--- src/rtl/led_pkg.sv ---
// Shared types and defaults for the LED matrix serial frame receiver.
package led_pkg;

  localparam int LED_NLEDS = 64;

  typedef enum logic [1:0] {
    IDLE,
    SHIFT,
    COMMIT
  } ledrx_state_t;

endpackage

--- src/rtl/edge_sync.sv ---
// Brings one asynchronous pin into the clk domain through a flop chain and
// produces a single-cycle rise pulse from the synchronized level.
module edge_sync #(
  parameter int SYNC_STAGES = 2
) (
  input  logic clk,
  input  logic reset,
  input  logic pin,
  output logic rise
);

  logic [SYNC_STAGES-1:0] sync_q;
  logic                   prev_q;
  logic                   level;

  assign level = sync_q[SYNC_STAGES-1];

  // NOTE: sequential state uses non-blocking assignments so every flop samples pre-edge values.
  always_ff @(posedge clk) begin
    if (reset) begin
      sync_q <= '0;
      prev_q <= 1'b0;
    end else begin
      sync_q <= {sync_q[SYNC_STAGES-2:0], pin};
      prev_q <= level;
    end
  end

  assign rise = level & ~prev_q;

endmodule

--- src/rtl/led_frame_receiver.sv ---
// Serial LED frame receiver: shifts din on dclk rises, commits on strobe rises.
// Optional LEDRX_LENGTH_CHECK_EN rejects short/overrun frames and adds frame_err.
module led_frame_receiver
  import led_pkg::*;
#(
  parameter int NLEDS       = LED_NLEDS,
  parameter int SYNC_STAGES = 2,
  parameter int CNT_W       = 7
) (
  input  logic             clk,
  input  logic             reset,
  input  logic             din,
  input  logic             dclk,
  input  logic             strobe,
  output logic [NLEDS-1:0] frame_data,
  output logic             frame_update,
  output logic [CNT_W-1:0] bit_count,
  output logic             overrun
`ifdef LEDRX_LENGTH_CHECK_EN
  ,
  output logic             frame_err
`endif
);

  localparam logic [CNT_W-1:0] FULL = CNT_W'(NLEDS);

  logic [SYNC_STAGES-1:0] din_sync_q;
  logic                   din_s;
  logic                   dclk_rise;
  logic                   strobe_rise;
  logic [NLEDS-1:0]       shift_reg;
  ledrx_state_t           state_q, state_d;
  logic                   commit;

  // din goes through the same depth as dclk so the sampled bit lines up with its rise.
  always_ff @(posedge clk) begin
    if (reset) din_sync_q <= '0;
    else       din_sync_q <= {din_sync_q[SYNC_STAGES-2:0], din};
  end
  assign din_s = din_sync_q[SYNC_STAGES-1];

  edge_sync #(.SYNC_STAGES(SYNC_STAGES)) u_dclk_sync (
    .clk   (clk),
    .reset (reset),
    .pin   (dclk),
    .rise  (dclk_rise)
  );

  edge_sync #(.SYNC_STAGES(SYNC_STAGES)) u_strobe_sync (
    .clk   (clk),
    .reset (reset),
    .pin   (strobe),
    .rise  (strobe_rise)
  );

  always_ff @(posedge clk) begin
    if (reset) state_q <= IDLE;
    else       state_q <= state_d;
  end

  // NOTE: defaults first so no path through the block leaves a signal unassigned (no latch).
  always_comb begin
    state_d = state_q;
    if (strobe_rise) begin
      state_d = COMMIT;
    end else begin
      unique case (state_q)
        IDLE:    if (dclk_rise) state_d = SHIFT;
        SHIFT:   state_d = SHIFT;
        COMMIT:  state_d = dclk_rise ? SHIFT : IDLE;
        default: state_d = IDLE;
      endcase
    end
  end

  assign commit = (state_q == COMMIT);

  // A shift in the commit cycle belongs to the next frame; the committed value is pre-shift.
  always_ff @(posedge clk) begin
    if (reset) begin
      shift_reg    <= '0;
      frame_data   <= '0;
      frame_update <= 1'b0;
      bit_count    <= '0;
      overrun      <= 1'b0;
`ifdef LEDRX_LENGTH_CHECK_EN
      frame_err    <= 1'b0;
`endif
    end else begin
      frame_update <= 1'b0;
`ifdef LEDRX_LENGTH_CHECK_EN
      frame_err    <= 1'b0;
`endif
      if (dclk_rise) shift_reg <= {shift_reg[NLEDS-2:0], din_s};

      if (commit) begin
        bit_count <= dclk_rise ? CNT_W'(1) : '0;
        overrun   <= 1'b0;
`ifdef LEDRX_LENGTH_CHECK_EN
        if (bit_count == FULL && !overrun) begin
          frame_data   <= shift_reg;
          frame_update <= 1'b1;
        end else begin
          frame_err    <= 1'b1;
        end
`else
        frame_data   <= shift_reg;
        frame_update <= 1'b1;
`endif
      end else if (dclk_rise) begin
        if (bit_count == FULL) overrun <= 1'b1;
        else                   bit_count <= bit_count + CNT_W'(1);
      end
    end
  end

endmodule

--- config.mk ---
export PLATFORM = sky130hd
export DESIGN_NAME = led_frame_receiver
export DESIGN_NICKNAME = d
export VERILOG_FILES = /design/src/rtl/led_pkg.sv /design/src/rtl/edge_sync.sv /design/src/rtl/led_frame_receiver.sv
export SDC_FILE = /design/constraint.sdc
export NUM_CORES = 1
export LEC_CHECK = 0
export CORE_UTILIZATION = 38
export CTS_BUF_LIST = sky130_fd_sc_hd__clkbuf_8
export CTS_CLUSTER_DIAMETER = 120
export DETAILED_ROUTE_END_ITERATION = 16
export PLACE_DENSITY = 0.68
export REMOVE_ABC_BUFFERS = 1
export SLEW_MARGIN = 20
export SYNTH_ARGS = -nofsm -noshare
export SYNTH_HDL_FRONTEND = slang
export SYNTH_SLANG_ARGS = --single-unit
--- constraint.sdc ---
create_clock -name clk -period 2.05 [get_ports clk]
set_clock_uncertainty 0.15 [all_clocks]
set_input_delay 0.41 -clock clk [delete_from_list [all_inputs] [get_ports clk]]
set_output_delay 0.41 -clock clk [all_outputs]
set_load 0.02 [all_outputs]
Yosys cells after proc, flatten, opt, wreduce, memory -nomap -nowiden
Index checks and enable logic that the tools add are counted.
- multiplexer cells: 9
- equality and inequality tests: 6
- reduce and logical (&&, ||, !) cells: 6
- add/subtract/negate cells: 1
- bitwise logic cells: 4
- operators by type and width (operator ; count):
    $mux 7 ; 3
    $add 7x1->7 const B ; 1
    $eq 7x7->1 const B ; 1
    $pmux 2 s3 ; 1
    $mux 2 ; 2
    $ne 2x2->1 const B ; 2
    $reduce_and 2->1 ; 2
    $reduce_or 2->1 ; 2
    $mux 1 ; 3
    $ne 3x3->1 const B ; 1
    $and 1x1->1 ; 2
    $eq 2x1->1 const B ; 1
    $eq 2x2->1 const B ; 1
    $logic_not 2->1 ; 1
    $not 1->1 ; 2
    $reduce_bool 2->1 ; 1
- bits in registers: 147

Logic depth before layout (Yosys ltp)
- depth in word-level cells: 5
- gate-level depth with buffers: 6
- depth with buffers taken out: 5

Modules after synthesis
Synthesis repeated with hierarchy kept, for this count alone.
- cell total of the unflattened synthesis: 561
- area total of the unflattened synthesis: 5186.2 µm²
- by module, submodules not included (module ; sequential area each (µm²) ; cells each ; area each (µm²) ; instances):
    led_frame_receiver ; 2822.7 ; 547 ; 5011.1 ; 1
    edge_sync ; 60.1 ; 7 ; 87.6 ; 2

Least setup slack after synthesis
No wires, ideal clock.
- kind: register -> register
- start: reg bit_count[0]
- end: reg bit_count[0]
- arrival: 1371 ps
- setup slack: 395 ps
- cell stages (with the launch flop): 6
- period minus slack after synthesis: 1655 ps
- data required time: 1766 ps
- path buffers: 0
- path through: dfxtp_1 -> inv_1 -> ha_1 -> and2b_1 -> a2111oi_1 -> nor4_1
- longest elaborated chain between the ends: 4
- elaborated cells on any way between the ends: 7
- ends and longest elaborated chain (element ; RTL line ; source):
    start, declared ; led_frame_receiver.sv:17 ; output logic [CNT_W-1:0] bit_count,
    start signal, assigned ; led_frame_receiver.sv:97 ; bit_count <= dclk_rise ? CNT_W'(1) : '0;
    start signal, assigned ; led_frame_receiver.sv:112 ; else bit_count <= bit_count + CNT_W'(1);
    $add 7x1->7 ; led_frame_receiver.sv:112 ;
    $mux 7 ; led_frame_receiver.sv:111 ; if (bit_count == FULL) overrun <= 1'b1;
    $mux 7 ; led_frame_receiver.sv:110 ; end else if (dclk_rise) begin
    $mux 7 ; led_frame_receiver.sv:96 ; if (commit) begin
Several ways; a longest one is shown, not always the timed one. The select of a mux whose other input is x is not followed.
A chain may end at the register's enable or synchronous reset.

Worst setup path in the final report
- start: reg frame_data[5]
- end: out frame_data[5]
- RTL lines (element ; RTL line ; source):
    start, declared ; led_frame_receiver.sv:15 ; output logic [NLEDS-1:0] frame_data,
    start signal, assigned ; led_frame_receiver.sv:107 ; frame_data <= shift_reg;
No word-level cell between the ends.

==> results.ini <==
[status]
outcome=completed

[grt]
grt_pass1_vias=3874
track_usage_pct=15.79
grt_pass1_wl_um=17790
grt_max_degree=65
overflow=0
antenna_found_initial=0

[cells_and_area]
multiInputGateArea_sq_um=1978
utilization_pct=49.11
fin_cells=886
drive_gt1_share_pct=7.183
nets=707
diodes=0
area_growth_pct=26.04
final_cell_area_sq_um=6504
ff_latch_area_sq_um=2943
fillers=1295

[worst_setup_path]
cp-end-kind=output pin
crit_slowest_cell=clkdlybuf4s50_1
path_max_fanout=2
crit_buf_inv=1
max_stage_delay_ps=610
critPathKind=register to output pin
critPathLaunchType=register
cp_cell_sequence=clkdlybuf4s50_1
crit_family=buffers and inverters
cp.required_ps=1490
cp.arrival_ps=1410

[timing]
rsz0062_at_grt=false
max_freq_mhz=508.8
tightest_slew_ps=406.6
fin_crit_ps=1965
post-route-period-util_pct=95.87
setup_tns_ps=0
final_max_slew_viol_count=0
hold_viol_final=0
relSlewSlack_pct=72.82
setup_viol=0

[synth]
syn_area_sq_um=5160
synth_enable_flop_cells=0
synthTopCellsByCount=261 x nand2_1, 147 x dfxtp_1, 133 x a21oi_1
avgSynthCellArea_sq_um=8.126
yosysSeqAreaShare_pct=57.03
synth_cells=635
synth.area.top_cells=dfxtp_1 57%, nand2_1 19%, a21oi_1 13%
synth_cell_type_count=24
synth.top_cell.area_share_pct=57.03
ys.flop_type=dfxtp_1
yosysWarningCount=0
ys_seq_elements=147
synth_top_cell_by_area=dfxtp_1
yosysMostFrequentCell=nand2_1
async_flop_share_pct=0

[clocking]
clkLatencyLatePin_ps=440
clock-root-buffer=clkbuf_8
cts.sinks=147
cts_tree=done
htree_levels=4
clk_path_buf_depth=2
cts_buffers=17
clk_pin_slew_ps=80

[placed_design]
post_dp_cell_area_sq_um=6087
dp_hpwl_um=6904
dpl.cell_count=857
place.gp.congestion=0.7961
port_buffers=77

[hold_path]
hp-class=primary input to register

[pwr]
p_leak_nw=2.130
peakVddDrop_v=0.0004499
p_per_area_nw_per_um2=842.9
finalPower_mw=5.482

[detailed_routing]
vias=4203
drt_iter0_markers=269
drc_errors=0
dr.pass1.iters=4
postRouteAntennaNets=0
via_per_inst=4.744
routed_wl_um=10610
routedWlPerCell_um=11.97

[floorplan]
die_area_sq_um=14050
initial_utilization_pct=38.96
rows=42
pin_count=78
die_height_um=118.5
core_area_sq_um=13240
fp.dieW_um=118.5

[run]
drv_cap=0

[cells in the final DEF, fill, tap and decap left out, drive strengths merged]
cell type	count
nor2b	11
nor4	3
and4	1
a2111oi	2
inv	5
clkinvlp	3
a31oi	1
clkbuf	17
nor2	3
ha	2
nand3	5
mux2i	3
clkinv	3
dlygate4sd2	7
o21ai	2
a211o	1
nand3b	1
nand2b	2
or3	4
buf	16
nor4b	1
clkdlybuf4s50	69
a21oi	133
and2b	2
dfxtp	147
bufinv	5
nand2	261
[worst reg2reg max path: cells and delay by family, from the launching register on]
family	cells	cell delay, ps
buf+inv	1	110
compound gates	1	420
fa+ha+maj	1	200
simple gates	2	300
flops	1	440
[worst paths after layout]
path | start | end | slack [ps] | depth (start not counted)
worst max-delay path | frame_data[5] | frame_data[5] | 80 | 1
worst min-delay path | reset | din_sync_q[0] | 200 | 2
worst max register to register | bit_count[0] | bit_count[0] | 310 | 5
worst min register to register | u_strobe_sync.prev_q | state_q[1] | 270 | 1
[area by class of cell]
type	count	share of cell area, %
Clock inverter	12	2.943
Tap cell	176	3.386
Multi-Input combinational cell	438	30.42
Inverter	4	0.2309
Timing Repair Buffer	92	14.18
Clock buffer	17	3.598
Sequential cell	147	45.25
[routing by layer]
layer	track usage, %	vias up	part of all wire [%]
li1	-	2176	-
met1	18.89	1923	47
met2	26.10	90	48
met3	4.537	14	4.3
met4	7.278	0	1.5
met5	0	-	0
[per-stage QoR]
stage,hold WS (ps),setup WS (ps)
detailed placement,258.2,329.8
CTS,182.3,31.39
finish,203.1,84.57
floorplan,242.4,-1029
global placement,246.5,403.5
global route,209.3,9.450
[what timing repair did]
action | 4_1_cts | 5_1_grt
setup endpoints to repair | 7 | 0
gates resized for setup | 7 | 0
setup buffers | 0 | 0
hold buffers | 0 | 0
[report_power, final]
part / switching, mW / internal (mW) / total [mW]
clock network: 1.04 / 1.41 / 2.46
registers: 0.00652 / 2.86 / 2.87
logic: 0.111 / 0.0427 / 0.154
total: 1.16 / 4.32 / 5.48
[cell families after synthesis]
logic type	after synthesis	share of synthesized area, %
mux	3	0.5820
buf+inv	50	4.898
simple gates	294	23.21
flops	147	57.03
compound gates	139	13.80
fa+ha+maj	2	0.4849
(Power assumes the default switching activity.)
